--- src/rtl/ripple_borrow_subtractor_serial_pkg.sv ---
// Shared definitions for the bit-serial ripple-borrow subtractor:
// FSM encoding, default operand width and counter sizing.
package ripple_borrow_subtractor_serial_pkg;

    localparam int DEFAULT_WIDTH = 8;

    typedef enum logic [1:0] {
        ST_IDLE = 2'd0,
        ST_SUB  = 2'd1,
        ST_DONE = 2'd2
    } state_t;

    // Bit counter only has to reach WIDTH-1, so clog2(WIDTH) bits suffice.
    function automatic int cnt_width(input int width);
        return (width > 2) ? $clog2(width) : 1;
    endfunction

endpackage

--- src/rtl/ripple_borrow_subtractor_serial_fs.sv ---
// One-bit full subtractor: d = x - y - bi, with borrow-out bo.
module ripple_borrow_subtractor_serial_fs (
    input  logic x_i,
    input  logic y_i,
    input  logic bi_i,
    output logic d_o,
    output logic bo_o
);

    assign d_o  = x_i ^ y_i ^ bi_i;
    assign bo_o = (~x_i & y_i) | (~x_i & bi_i) | (y_i & bi_i);

endmodule

--- src/rtl/ripple_borrow_subtractor_serial.sv ---
// Bit-serial subtractor: one full-subtractor cell reused over WIDTH cycles,
// LSB first, with the borrow carried between bits in a flip-flop.
module ripple_borrow_subtractor_serial
    import ripple_borrow_subtractor_serial_pkg::*;
#(
    parameter int WIDTH = DEFAULT_WIDTH
) (
    input  logic             clk,
    input  logic             rst,
    input  logic             start,
    input  logic [WIDTH-1:0] a,
    input  logic [WIDTH-1:0] b,
    input  logic             bin,
    output logic             ready,
    output logic [WIDTH-1:0] diff,
    output logic             bout,
    output logic             done
);

    localparam int               CNT_W    = cnt_width(WIDTH);
    localparam logic [CNT_W-1:0] LAST_BIT = CNT_W'(WIDTH - 1);

    state_t             state_q;
    logic [WIDTH-1:0]   a_q;
    logic [WIDTH-1:0]   b_q;
    logic [WIDTH-1:0]   res_q;
    logic               borrow_q;
    logic [CNT_W-1:0]   cnt_q;
    logic [WIDTH-1:0]   diff_q;
    logic               bout_q;
    logic               done_q;
    logic               ready_q;

    logic               bit_d;
    logic               borrow_d;
    logic [WIDTH-1:0]   res_d;

    ripple_borrow_subtractor_serial_fs fs_inst (
        .x_i  (a_q[0]),
        .y_i  (b_q[0]),
        .bi_i (borrow_q),
        .d_o  (bit_d),
        .bo_o (borrow_d)
    );

    // Result bits enter at the MSB so the LSB lands at bit 0 after WIDTH shifts.
    assign res_d = {bit_d, res_q[WIDTH-1:1]};

    // Sequencing FSM, serial datapath and registered outputs.
    always_ff @(posedge clk or posedge rst) begin
        if (rst) begin
            state_q  <= ST_IDLE;
            a_q      <= '0;
            b_q      <= '0;
            res_q    <= '0;
            borrow_q <= 1'b0;
            cnt_q    <= '0;
            diff_q   <= '0;
            bout_q   <= 1'b0;
            done_q   <= 1'b0;
            ready_q  <= 1'b1;
        end else begin
            case (state_q)
                ST_IDLE: begin
                    done_q <= 1'b0;
                    if (start && ready_q) begin
                        a_q      <= a;
                        b_q      <= b;
                        borrow_q <= bin;
                        cnt_q    <= '0;
                        ready_q  <= 1'b0;
                        state_q  <= ST_SUB;
                    end else begin
                        ready_q  <= 1'b1;
                    end
                end
                ST_SUB: begin
                    a_q      <= a_q >> 1;
                    b_q      <= b_q >> 1;
                    borrow_q <= borrow_d;
                    res_q    <= res_d;
                    if (cnt_q == LAST_BIT) begin
                        diff_q  <= res_d;
                        bout_q  <= borrow_d;
                        done_q  <= 1'b1;
                        state_q <= ST_DONE;
                    end else begin
                        cnt_q   <= cnt_q + CNT_W'(1);
                    end
                end
                ST_DONE: begin
                    done_q  <= 1'b0;
                    ready_q <= 1'b1;
                    state_q <= ST_IDLE;
                end
                default: begin
                    done_q  <= 1'b0;
                    ready_q <= 1'b1;
                    state_q <= ST_IDLE;
                end
            endcase
        end
    end

    assign ready = ready_q;
    assign diff  = diff_q;
    assign bout  = bout_q;
    assign done  = done_q;

endmodule

--- config.mk ---
export PLATFORM = sky130hd
export DESIGN_NAME = ripple_borrow_subtractor_serial
export DESIGN_NICKNAME = d
export VERILOG_FILES = /design/src/rtl/ripple_borrow_subtractor_serial_pkg.sv /design/src/rtl/ripple_borrow_subtractor_serial_fs.sv /design/src/rtl/ripple_borrow_subtractor_serial.sv
export SDC_FILE = /design/constraint.sdc
export NUM_CORES = 1
export LEC_CHECK = 0
export ABC_AREA = 1
export CORE_ASPECT_RATIO = 1.5
export CORE_MARGIN = 2
export CORE_UTILIZATION = 40
export DETAILED_ROUTE_END_ITERATION = 12
export PLACE_DENSITY_LB_ADDON = 0.08
export REMOVE_ABC_BUFFERS = 1
export SETUP_SLACK_MARGIN = 0.4
export SYNTH_ARGS = -nofsm -noshare
export SYNTH_HDL_FRONTEND = slang
export SYNTH_SLANG_ARGS = --single-unit
export TNS_END_PERCENT = 50
--- constraint.sdc ---
create_clock -name clk -period 1.75 [get_ports clk]
set_input_delay 0.35 -clock clk [delete_from_list [all_inputs] [get_ports clk]]
set_output_delay 0.35 -clock clk [all_outputs]
set_load 0.005 [all_outputs]
==> impl_metrics.toml <==
[clock_network]
clkTransAtPathRegs_ns = 0.08
cts_tree = "built"
clk_latency_ns = 0.30
numClockSinks = 40
clockBufferDepth = 2
cts_buffers = 5
ctsHoldBuffers = 0
h-tree-depth = 2
cts_root_buf = "clkbuf_8"

[floorplan]
die_w_um = 58.8
fp-row-count = 29
core_area_sq_mm = 0.00428
num_io_pins = 31
initial_core_util_pct = 42.1
dieArea_sq_mm = 0.00507
die_h_um = 86.2

[routing]
via_per_inst = 4.90
wire_per_inst_um = 12.0
drtIter0Drc = 48
drt-total-wl_mm = 3.65
ant_nets = 0
drt_pass1_iterations = 8
routed-via-count = 1495
route.detailed.drc = 3

[placement]
dp_hpwl_mm = 2.51
place.gp.congestion = 0.738
dpl_cell_area_sq_mm = 0.00217
port_buffers = 30

[logic_synthesis]
synth.avg_cell_area_sq_um = 8.18
ys_ff_latch = 40
synth_cells = 220
synth_cell_types = 17
synth-warning-count = 0
synthesis.area_sq_mm = 0.00180
yosysSeqAreaShare_pct = 55.7

[worst_setup_path]
path_buf_inv = 1
r2r_cells = 6
path_class = "flop to flop"
critical_path.top_delay_family = "adder cells"
max_stage_delay_ns = 0.40
required_ns = 1.94
r2r_end = "cnt_q[0]$_DFFE_PP0P_"
worst-endpoint-arrival_ns = 1.51
cp-end-kind = "flop"
ff2ff_setup_slack_ns = 0.44
worstPathCellList = "ha_1 -> ha_2 -> inv_1 -> nand3_2 -> nand3_1 -> nand2_1"
crit_path_start_kind = "flop"
cp_slowest_cell = "dfrtp_1"
crit_path_max_fanout = 4
r2r-start = "cnt_q[0]$_DFFE_PP0P_"

[sta]
rsz0062_at_grt = "yes"
fin_crit_sh_pct = 75.0
clock.fmax_ghz = 0.762
hold_viol_final = 0
tightest_slew_ns = 0.349
hold_slack_ns = 0.369
fin_crit_ns = 1.31
fin_setup_tns_ns = 0
slew-limit-headroom_pct = 76.8
setup_violations = 0
fin_worst_skew_ns = 0.00599
maxSlewViolCount = 0

[outcome]
status = "complete, but fails checks"
violations = "design-rule violations"

[global_route]
antenna_found_initial = 0
grt_first_pass_wirelength_mm = 6.40
grt_pass1_vias = 1483
grt_overflow_total = 0
grtUsageTotal_pct = 16.5
grt_start_max_net_pins = 28

[power]
finalPower_mw = 4.06
power.density_mw_per_mm2 = 1750
ir_worst_vdd_mv = 0.699
p_leak_nw = 1.26

[run]
cap_violations = 0

[cells_and_area]
fillers = 427
nNetsFinal = 282
drive_gt1_share_pct = 11.2
area_delta_synth_final_pct = 29.1
diodes = 0
fin_area_sq_mm = 0.00232

[min_path]
hold_class = "primary input to asynchronous set/reset pin"
cell usage in the layout, fill, tap and decap left out, drive strengths merged:
cell           count
nand2            110
dfrtp             39
nand3             22
clkdlybuf4s50     19
o21ai             14
inv               14
buf               12
dlygate4sd2       10
clkbuf             6
nor2               3
nand4              3
bufinv             2
ha                 2
a21oi              1
fa                 1
dfstp              1
synth_stat cells:
master	number	share of area, %
dfstp_2	1	1.5
clkbuf_1	2	0.42
inv_2	1	0.21
nand2_2	1	0.35
nand3_1	22	6.1
buf_6	1	0.63
a21oi_4	1	0.90
ha_1	2	1.4
buf_2	5	1.4
o21ai_0	14	3.9
nand4_1	3	1.0
buf_4	2	0.83
nand2_1	109	23
fa_1	1	1.1
inv_1	13	2.7
nor2_1	3	0.63
dfrtp_1	39	54
worst register-to-register path, delay by kind of cell (launching register included):
family | cells | cell delay (ns)
adder cells (fa/ha/maj) | 2 | 0.41
buffers and inverters | 1 | 0.13
flip-flops | 1 | 0.40
AND/OR/NAND/NOR | 3 | 0.27
state kept, by name, indices dropped and copies added (netlist names):
register and flops:
a_q 8, b_q 8, borrow_q 1, bout 1, cnt_q 3, diff 8, done 1, ready 1
res_q 7, state_q 2
cell families after synthesis:
family,after synthesis,share of synthesized area [%]
DFF,40,55.7
and+or+nand+nor,138,30.9
AOI/OAI and AO/OA,15,4.80
adders and majority gates,3,2.50
buffers and inverters,24,6.18
worst max path at each step:
| stage | from | end | slack (ns) | cells after the start |
|---|---|---|---|---|
| after floorplan | state_q[0]$_DFFE_PP0P_ | a_q[0]$_DFFE_PP0P_ | 0.19 | 5 |
| after global placement | start | b_q[4]$_DFFE_PP0P_ | 0.19 | 5 |
| after detailed placement | start | a_q[2]$_DFFE_PP0P_ | 0.18 | 5 |
| after CTS | ready$_DFFE_PP1P_ | ready | 0.33 | 1 |
| after global routing | cnt_q[0]$_DFFE_PP0P_ | cnt_q[0]$_DFFE_PP0P_ | 0.33 | 6 |
| final | cnt_q[0]$_DFFE_PP0P_ | cnt_q[0]$_DFFE_PP0P_ | 0.44 | 6 |
power by group:
part,leakage [nW],total [mW],switching [mW],internal [mW]
Combinational,0.687,1.60,0.912,0.688
Clock,0.0642,0.881,0.320,0.561
Sequential,0.506,1.58,0.241,1.34
layout make-up:
type	count	area (sq um)	area share, %
clock buffer	5	68.8	2.96
clock inverter	2	60.1	2.58
inverter	14	57.6	2.48
multi-input combinational	156	699	30.1
sequential	40	1000	43.2
tap	46	57.6	2.48
timing repair buffer	42	377	16.2
timing repair:
item                                    4_1_cts  5_1_grt
endpoints found under the setup margin       31       37
hold endpoints to repair                      0        0
setup buffers                                 1        2
gates resized for setup                      15        7
pin swaps                                     0        1
cloned                                        0        0
layer usage:
| layer | vias to the layer above | wire, um | part of all wire, % | track usage (%) |
|---|---|---|---|---|
| li1 | 761 | - | - | - |
| met1 | 699 | 1610 | 44 | 19.4 |
| met2 | 29 | 1840 | 50 | 28.0 |
| met3 | 6 | 136 | 3.7 | 3.73 |
| met4 | 0 | 65 | 1.8 | 7.85 |
| met5 | - | 0 | 0 | 0 |
stage by stage:
step	setup WS, ns	utilization (%)	std cells
2_1_floorplan	0.190	-	210
3_3_place_gp	0.195	50.6	295
3_5_place_dp	0.175	50.6	295
4_1_cts	0.328	53.9	303
5_1_grt	0.333	54.3	305
6_report	0.438	54.3	305
No activity file was read; power rests on OpenSTA's default activity.
